===== config.mk =====
export PLATFORM = sky130hd
export DESIGN_NAME = pim_conv_ctrl
export DESIGN_NICKNAME = d
export VERILOG_FILES = /design/src/rtl/pim_conv_ctrl_pkg.sv /design/src/rtl/pim_conv_ctrl.sv
export SDC_FILE = /design/constraint.sdc
export NUM_CORES = 1
export LEC_CHECK = 0
export CORE_MARGIN = 3
export CORE_UTILIZATION = 46
export CTS_BUF_LIST = sky130_fd_sc_hd__clkbuf_2 sky130_fd_sc_hd__clkbuf_4 sky130_fd_sc_hd__clkbuf_8
export DETAILED_ROUTE_END_ITERATION = 7
export GPL_ROUTABILITY_DRIVEN = 0
export GPL_TIMING_DRIVEN = 0
export HOLD_SLACK_MARGIN = 0.15
export PLACE_DENSITY = 0.95
export REMOVE_ABC_BUFFERS = 1
export SKIP_CTS_REPAIR_TIMING = 1
export SYNTH_ARGS = -nofsm -noshare
export SYNTH_HDL_FRONTEND = slang
export SYNTH_SLANG_ARGS = --single-unit

===== constraint.sdc =====
create_clock -name clk -period 2.8 [get_ports clk]
set_input_delay 0.7 -clock clk [delete_from_list [all_inputs] [get_ports clk]]
set_output_delay 0.7 -clock clk [all_outputs]
set_load 0.01 [all_outputs]

===== src/rtl/pim_conv_ctrl_pkg.sv =====
// Shared definitions for the PIM convolution controller.
// Holds the controller state encoding and the default crossbar latency.
// Imported by the controller; the crossbar itself lives in the parent.
package pim_conv_ctrl_pkg;

   // Default cycles from the pim_en cycle to a valid pim_out (legal 1..15)
   localparam int PIM_LAT_DEF = 1;

   typedef enum logic [2:0] {
      IDLE  = 3'd0,
      LOAD  = 3'd1,
      ISSUE = 3'd2,
      WAIT  = 3'd3,
      OUT   = 3'd4,
      DONE  = 3'd5
   } state_t;

endpackage


===== src/rtl/pim_conv_ctrl.sv =====
// Sweeps one input vector across crossbar addresses 0..last_addr and streams one ADC result per address.
// Latency: ISSUE (1) + PIM_LAT wait cycles + OUT, so back-to-back addresses are PIM_LAT+2 cycles apart.
// Backpressure: OUT holds res_valid/res_data/res_addr/res_last until res_ready; no further crossbar access meanwhile.
module pim_conv_ctrl
   import pim_conv_ctrl_pkg::*;
#(
   parameter int INPUT_SIZE = 64,
   parameter int DEPTH      = 6,
   parameter int ADC_P      = 8,
   parameter int PIM_LAT    = PIM_LAT_DEF
) (
   input  logic                  clk,
   input  logic                  rst,
   input  logic                  start,
   input  logic [DEPTH-1:0]      last_addr,
   input  logic                  in_valid,
   output logic                  in_ready,
   input  logic [INPUT_SIZE-1:0] in_data,
   output logic                  pim_en,
   output logic [DEPTH-1:0]      pim_addr,
   output logic [INPUT_SIZE-1:0] pim_feature,
   input  logic [ADC_P-1:0]      pim_out,
   output logic                  res_valid,
   input  logic                  res_ready,
   output logic [ADC_P-1:0]      res_data,
   output logic [DEPTH-1:0]      res_addr,
   output logic                  res_last,
   output logic                  busy,
   output logic                  done
);

   // Wait counter is 4 bits wide: PIM_LAT never exceeds 15
   localparam logic [3:0] LAT_CNT = 4'(PIM_LAT);

   state_t                state_q, state_d;
   logic [DEPTH-1:0]      cnt_q;
   logic [DEPTH-1:0]      last_q;
   logic [INPUT_SIZE-1:0] vec_q;
   logic [3:0]            wait_q;
   logic [ADC_P-1:0]      res_data_q;
   logic [DEPTH-1:0]      res_addr_q;

   logic wait_done;
   logic at_last;

   // wait_q counts cycles since ISSUE; pim_out is valid when it reaches PIM_LAT
   assign wait_done = (wait_q == LAT_CNT);
   assign at_last   = (cnt_q == last_q);

   assign pim_addr    = cnt_q;
   assign pim_feature = vec_q;
   assign res_data    = res_data_q;
   assign res_addr    = res_addr_q;
   assign res_last    = res_valid & at_last;

   // State register; reset abandons any job in flight
   always_ff @(posedge clk) begin
      if (rst) state_q <= IDLE;
      else     state_q <= state_d;
   end

   // Next-state decode and per-state handshake/strobe outputs
   always_comb begin
      state_d   = state_q;
      in_ready  = 1'b0;
      pim_en    = 1'b0;
      res_valid = 1'b0;
      done      = 1'b0;
      busy      = (state_q != IDLE);
      case (state_q)
         IDLE:  if (start) state_d = LOAD;
         LOAD: begin
            in_ready = 1'b1;
            if (in_valid) state_d = ISSUE;
         end
         ISSUE: begin
            pim_en  = 1'b1;
            state_d = WAIT;
         end
         WAIT:  if (wait_done) state_d = OUT;
         OUT: begin
            res_valid = 1'b1;
            if (res_ready) state_d = at_last ? DONE : ISSUE;
         end
         DONE: begin
            done    = 1'b1;
            state_d = IDLE;
         end
         default: state_d = IDLE;
      endcase
   end

   // Datapath: job parameters, input vector, address counter and result capture
   always_ff @(posedge clk) begin
      if (rst) begin
         cnt_q      <= '0;
         last_q     <= '0;
         vec_q      <= '0;
         wait_q     <= '0;
         res_data_q <= '0;
         res_addr_q <= '0;
      end else begin
         case (state_q)
            IDLE: begin
               if (start) begin
                  last_q <= last_addr;
                  cnt_q  <= '0;
               end
            end
            LOAD:  if (in_valid) vec_q <= in_data;
            ISSUE: wait_q <= 4'd1;
            WAIT: begin
               if (wait_done) begin
                  res_data_q <= pim_out;
                  res_addr_q <= cnt_q;
               end else begin
                  wait_q <= wait_q + 4'd1;
               end
            end
            // Counter stops at last_q, so a full 2^DEPTH sweep never wraps
            OUT: if (res_ready && !at_last) cnt_q <= cnt_q + {{(DEPTH-1){1'b0}}, 1'b1};
            default: ;
         endcase
      end
   end

endmodule


-- Word level (Yosys, flattened, before mapping)
Cells that the tools add are included.
W data, S select, Z words.
- register bits: 97
- output and inout bits: 90
- add/sub/neg operators: 2
- equal/unequal tests: 13
- muxes and demuxes: 15
- bitwise logic cells: 1
- reductions and logical operators: 12
- operators with widths (cell ; number):
    $mux W3 ; 5
    $pmux W3 S5 ; 1
    $mux W6 ; 2
    $ne A2 B2 Y1 const B ; 6
    $pmux W6 S2 ; 1
    $pmux W4 S2 ; 1
    $reduce_and A2 Y1 ; 4
    $add A6 B1 Y6 const B ; 1
    $eq A3 B2 Y1 const B ; 2
    $eq A3 B3 Y1 const B ; 2
    $eq A6 B6 Y1 ; 1
    $add A4 B1 Y4 const B ; 1
    $eq A4 B1 Y1 const B ; 1
    $mux W1 ; 4
    $mux W4 ; 1
    $reduce_and A4 Y1 ; 1
    $reduce_bool A2 Y1 ; 2
    $eq A3 B1 Y1 const B ; 1
    $logic_not A3 Y1 ; 1
    $reduce_and A3 Y1 ; 1
    $reduce_bool A3 Y1 ; 1
    $and A1 B1 Y1 ; 1
    $logic_and A1 B1 Y1 ; 1
    $logic_not A1 Y1 ; 1

-- Logic depth before layout (Yosys ltp)
Gate-level depths: netlist of the first run.
- depth after elaboration: 5
- gate-level depth with buffers: 8
- gate-level depth less buffers: 7

-- Worst setup path after synthesis of the first run
No wires, ideal clock.
- path type: flip-flop to output port
- start point: register cnt_q[1] (netlist: pim_addr[1])
- end point: output res_last
- arrival: 1161 ps
- data required time: 2100 ps
- slack: 939 ps
- stages on the path, launching flop included: 4
- buffers on the path: 0
- cell sequence: dfxtp_1 xnor2_1 nand4_1 nor3_2
- cells in the longest elaborated chain, start to end: 2
- ends and longest elaborated chain (item ; line ; text):
    start, declared ; pim_conv_ctrl.sv:36 ; logic [DEPTH-1:0] cnt_q;
    start signal, assigned ; pim_conv_ctrl.sv:121 ; OUT: if (res_ready && !at_last) cnt_q <= cnt_q + {{(DEPTH-1){1'b0}}, 1'b1};
    $eq A6 B6 Y1 ; pim_conv_ctrl.sv:48 ; assign at_last = (cnt_q == last_q);
    $and A1 B1 Y1 ; pim_conv_ctrl.sv:54 ; assign res_last = res_valid & at_last;
    end, declared ; pim_conv_ctrl.sv:27 ; output logic res_last,
No other way between the ends.

-- Worst setup path in the final report of the first run
- start point: register state_q[2]
- end point: output res_valid
- cells in the longest elaborated chain, start to end: 2
- ends and longest elaborated chain (item ; line ; text):
    start, declared ; pim_conv_ctrl.sv:35 ; state_t state_q, state_d;
    start signal, assigned ; pim_conv_ctrl.sv:59 ; else state_q <= state_d;
    $eq A3 B3 Y1 ; pim_conv_ctrl.sv:70 ; case (state_q)
    $mux W1 ; pim_conv_ctrl.sv:70 ;
    end, declared ; pim_conv_ctrl.sv:23 ; output logic res_valid,
No other way between the ends.

==> results.sh, run 1 <==
export IMPL_status="finished clean"
export IMPL_grt_pass1_vias=3536
export IMPL_netlist_cell_type_count=41
export IMPL_tightest_slew_ps=1010
export IMPL_dr_first_iter_drc_count=238
export IMPL_cts_tree="built"
export IMPL_p_leak_nw=1.98
export IMPL_reg2reg_slack_ps=440
export IMPL_clkLatencyLatePin_ps=350
export IMPL_antenna_found_initial=0
export IMPL_grt_pass1_wl_mm=16.4
export IMPL_clock_fmax_mhz=383
export IMPL_layout_drive_gt1_share=0.0557
export IMPL_synth_area_leaders="dfxtp_1, nand2_1, a21oi_1, nand3_1, clkbuf_1"
export IMPL_maxCapViolations=0
export IMPL_worstReg2RegStart="wait_q[0]$_SDFFE_PP0P_"
export IMPL_clkSlewWorstSetupHoldPaths_ps=90
export IMPL_drc=0
export IMPL_rows=32
export IMPL_cts_inserted_buffers=9
export IMPL_antenna_cells=0
export IMPL_ys_seq_elements=97
export IMPL_ys_async_sr_fraction=0
export IMPL_layout_cells_non_filler=730
export IMPL_start_util=0.480
export IMPL_wl_mm=10.7
export IMPL_coreArea_mm2=0.00785
export IMPL_synth_top_cell_area_share=0.515
export IMPL_synth_edf_count=0
export IMPL_layout_cells_most_common="clkdlybuf4s50_1"
export IMPL_p_total_mw=3.89
export IMPL_pre_cts_slack_ps=90.5
export IMPL_fin_ws_ps=190
export IMPL_hold_start="pim_feature[15]$_SDFFE_PP0P_"
export IMPL_crit_slowest_cell="clkdlybuf4s50_1"
export IMPL_cp_start_kind="register"
export IMPL_reg2reg_to="res_data[4]$_SDFFE_PP0P_"
export IMPL_finClkSkew_ps=13.4
export IMPL_grtUsageTotal=0.222
export IMPL_period_needed_ps=2610
export IMPL_grt_max_degree=102
export IMPL_clock_sinks=97
export IMPL_critical_path_required_ps=2100
export IMPL_fillers=559
export IMPL_path_class="reg -> out"
export IMPL_regArea_mm2=0.00195
export IMPL_numPortBuffers=172
export IMPL_viasPerCell=5.13
export IMPL_overflow=0
export IMPL_die_w_um=96.5
export IMPL_slowest_delay_ps=540
export IMPL_critPathCaptureType="primary output"
export IMPL_most_common_layout_cells="clkdlybuf4s50_1, nand2_1, dfxtp_1"
export IMPL_reg2regPathDepth=5
export IMPL_die_area_mm2=0.00932
export IMPL_fin_crit_sh=0.932
export IMPL_critPathArrivalTime_ps=1910
export IMPL_synth_area_leader_cell="dfxtp_1"
export IMPL_fp_dieH_um=96.5
export IMPL_slew_viol_final=0
export IMPL_power_density_mw_per_mm2=678
export IMPL_nets=709
export IMPL_rsz0062_at_grt="no"
export IMPL_syn_area_per_cell_um2=8.04
export IMPL_ant_nets=0
export IMPL_yosysWarnings=0
export IMPL_vias=3745
export IMPL_fin_util=0.731
export IMPL_wl_per_cell_um=14.7
export IMPL_dpl_cell_count=712
export IMPL_hold_ws_ps=458
export IMPL_io_pins=173
export IMPL_multi_input_area_mm2=0.00167
export IMPL_synth_seq_area_share=0.515
export IMPL_ir_drop_mv=0.499
export IMPL_cts_max_level=3
export IMPL_hold_viol=0
export IMPL_hold_end="pim_feature[15]$_SDFFE_PP0P_"
export IMPL_setup_viol=0
export IMPL_dp_hpwl_mm=7.72
export IMPL_path_cells="inv_2 -> or3_4 -> clkinv_4 -> clkdlybuf4s50_1"
export IMPL_synth_cells=469
export IMPL_path_max_fanout=11
export IMPL_slew_headroom=0.328
export IMPL_min_path_type="reg -> reg"
export IMPL_cts_path_max_buffers=2
export IMPL_area_delta_synth_final_pct=52.2
export IMPL_cts_root_buf="clkbuf_8"
export IMPL_hold_path_cell_count=2
export IMPL_synth_cell_area_mm2=0.00377
export IMPL_dominantRegCellSynth="dfxtp_1"
export IMPL_drt_first_pass_iters=5
## sequential cells by signal (all words and copies together) (netlist names)
register and flops:
pim_feature 64, res_data 8, last_q 6, pim_addr 6, res_addr 6, wait_q 4
state_q 3
## where the power goes
| part | switching, mW | total, mW | internal (mW) |
|---|---|---|---|
| sequential | 0.136 | 1.68 | 1.54 |
| combinational | 0.715 | 1.38 | 0.663 |
| clock | 0.491 | 0.835 | 0.344 |
| total | 1.34 | 3.89 | 2.55 |
## cell families after synthesis
family,Yosys count,synth area share
flip-flops,97,0.515
adder cells (fa/ha/maj),3,0.00996
AND/OR/NAND/NOR,208,0.237
multiplexers,7,0.0186
XOR/XNOR,9,0.0209
AO/OA/AOI/OAI,105,0.153
buffers and inverters,40,0.0451
## per-stage QoR
step / cell area, µm² / TNS (ps)
floorplan: 3630 / 0
global placement: 5480 / -103310
detailed placement: 5530 / 0
CTS: 5710 / -311
global route: 5740 / 0
finish: 5740 / 0
## critical path, delay by kind of cell (launching register included)
family        cells  cell delay, ps
buf+inv           3             710
flops             1             420
simple gates      1             450
## area by class of cell
type,instances,share of cell area
flip-flops and latches,97,0.339
repair buffers,176,0.310
multi-input cells,332,0.292
clock buffers,10,0.0229
well taps,102,0.0222
clock inverters,6,0.00894
inverters,7,0.00545
## cell usage after synthesis (2+ instances only)
cell      count
and2_1        3
nand3_1      17
ha_1          3
nor2b_1       3
buf_2        12
nor2_1       10
a211oi_1      2
nand4_1       2
o31ai_1       2
nor3b_1       3
o21ai_0       7
o221ai_1      2
mux2i_1       7
a21oi_1      86
nand2_1     151
nand2b_1      2
xor2_1        3
inv_1         5
xnor2_1       6
nor3_1        5
clkbuf_1     21
dfxtp_1      97
or3_1         2
## layer usage
layer | vias up | GRT usage | routed length, µm
met5 | - | 0 | 0
met4 | 0 | 0.0888 | 294
met3 | 24 | 0.0503 | 818
met2 | 140 | 0.379 | 5510
met1 | 1719 | 0.269 | 4100
li1 | 1862 | - | -
## worst max path at each step
stage / start / end / slack, ps
global route: state_q[0]$_SDFFE_PP0P_ / in_ready / 110
global placement: rst / pim_addr[3]$_SDFFE_PP0P_ / -1480
floorplan: state_q[0]$_SDFFE_PP0P_ / pim_feature[0]$_SDFFE_PP0P_ / 470
CTS: state_q[2]$_SDFFE_PP0P_ / res_last / -310
finish: state_q[2]$_SDFFE_PP0P_ / res_valid / 190
detailed placement: state_q[2]$_SDFFE_PP0P_ / res_last / 90
Note: power is estimated with default switching activity, not from simulation.
==> inputs of run 2 (changes only) <==
CORE_ASPECT_RATIO = 2   (was not set)
==> results.sh, run 2 (synthesis results as in run 1) <==
export IMPL_critPathCaptureType="primary output"
export IMPL_start_util=0.475
export IMPL_rsz0062_at_grt="no"
export IMPL_fillers=595
export IMPL_p_comb_frac=0.359
export IMPL_cp_start_kind="register"
export IMPL_switching_share=0.339
export IMPL_ant_nets=0
export IMPL_hold_viol=0
export IMPL_path_class="reg -> out"
export IMPL_area_delta_synth_final_pct=52.0
export IMPL_grtUsageTotal=0.244
export IMPL_drc=0
export IMPL_hold_ws_ps=456
export IMPL_layout_drive_gt1_share=0.0526
export IMPL_nets=710
export IMPL_power_density_mw_per_mm2=683
export IMPL_cts_inserted_buffers=9
export IMPL_path_cells="inv_2 -> or3_4 -> clkinv_4 -> clkdlybuf4s50_1"
export IMPL_period_needed_ps=2660
export IMPL_cts_root_buf="clkbuf_8"
export IMPL_coreArea_mm2=0.00794
export IMPL_layout_cells_most_common="clkdlybuf4s50_1"
export IMPL_wl_per_cell_um=16.0
export IMPL_grt_pass1_vias=3885
export IMPL_dp_hpwl_mm=8.53
export IMPL_fin_util=0.722
export IMPL_io_pins=173
export IMPL_dr_first_iter_drc_count=309
export IMPL_grt_max_degree=102
export IMPL_reg2regPathDepth=5
export IMPL_antenna_cells=0
export IMPL_fp_dieH_um=134
export IMPL_largest_reg_flops=64
export IMPL_slew_headroom=0.335
export IMPL_clock_sinks=97
export IMPL_cts_path_max_buffers=2
export IMPL_crit_slowest_cell="clkdlybuf4s50_1"
export IMPL_numPortBuffers=172
export IMPL_rows=46
export IMPL_design_area_mm2=0.00573
export IMPL_status="finished clean"
export IMPL_setup_tns_ps=0
export IMPL_critical_path_required_ps=2100
export IMPL_fin_crit_sh=0.950
export IMPL_drt_first_pass_iters=5
export IMPL_cts_tree="built"
export IMPL_seqPwrFrac=0.429
export IMPL_viasPerCell=5.38
export IMPL_min_path_type="reg -> reg"
export IMPL_wl_mm=11.6
export IMPL_clkSlewWorstSetupHoldPaths_ps=90
export IMPL_antenna_found_initial=0
export IMPL_clkLatencyLatePin_ps=360
export IMPL_clkPwrFrac=0.212
export IMPL_vias=3889
export IMPL_most_common_layout_cells="clkdlybuf4s50_1, nand2_1, dfxtp_1"
export IMPL_p_leak_nw=1.99
export IMPL_setup_viol=0
export IMPL_die_w_um=70.0
export IMPL_grt_pass1_wl_mm=18.3
export IMPL_ir_drop_mv=0.513
export IMPL_dpl_cell_area_mm2=0.00553
export IMPL_cts_max_level=3
export IMPL_finClkSkew_ps=6.52
export IMPL_overflow=0
export IMPL_p_sw_mw=1.33
export IMPL_critPathArrivalTime_ps=1960
export IMPL_tightest_slew_ps=997
export IMPL_maxCapViolations=0
export IMPL_power_internal_mw=2.59
export IMPL_path_max_fanout=11
export IMPL_die_area_mm2=0.00938
export IMPL_clock_fmax_mhz=376
export IMPL_hold_path_cell_count=2
export IMPL_p_total_mw=3.91
export IMPL_slowest_delay_ps=540
export IMPL_slew_viol_final=0
==> run 2: cell types whose count changed in the layout (fill, tap and decap cells not counted), sizes merged <==
cell,delta
clkbuf,+2
clkinvlp,-1
buf,+1
inv,-2
clkinv,-1
==> run 2: power by group through the flow <==
stage | Sequential [mW] | Clock [mW] | Combinational (mW)
global route | 1.70 | 0.889 | 1.51
floorplan | 1.73 | 0 | 0.646
finish | 1.68 | 0.829 | 1.40
CTS | 1.67 | 0.847 | 1.36
detailed placement | 1.71 | 0 | 1.36
global placement | 1.69 | 0 | 1.27
==> run 2: path summary, 6_finish.rpt <==
check,startpoint,to,slack [ps]
worst max register to register,state_q[0]$_SDFFE_PP0P_,wait_q[2]$_SDFFE_PP0P_,490
worst max-delay path,state_q[2]$_SDFFE_PP0P_,res_valid,140
worst min register to register,pim_feature[17]$_SDFFE_PP0P_,pim_feature[17]$_SDFFE_PP0P_,460
worst min-delay path,pim_feature[17]$_SDFFE_PP0P_,pim_feature[17]$_SDFFE_PP0P_,460
==> run 2: cell type report <==
class / instances / area (µm²) / area share
Inverter: 7 / 31.3 / 0.00546
Multi-Input combinational cell: 332 / 1670 / 0.292
Tap cell: 96 / 120 / 0.0210
Clock buffer: 12 / 159 / 0.0277
Sequential cell: 97 / 1950 / 0.339
Clock inverter: 2 / 15.0 / 0.00262
Timing Repair Buffer: 177 / 1790 / 0.312
==> run 2: critical path: cells and delay by family, from the launching register on <==
kind                   cells  cell delay [ps]
and+or+nand+nor            1              450
DFF                        1              420
buffers and inverters      3              710
==> run 2: metrics by stage <==
stage,cells,worst slack [ps]
global placement,704,-1380
global route,723,99.5
detailed placement,707,44.9
floorplan,436,468
finish,723,140
CTS,721,-364
==> run 2: layer usage <==
metal,GRT usage,share of wire,up-vias
met5,0,0,-
met4,0.157,0.053,0
met3,0.0570,0.063,49
met2,0.456,0.55,196
met1,0.231,0.34,1783
li1,-,-,1861
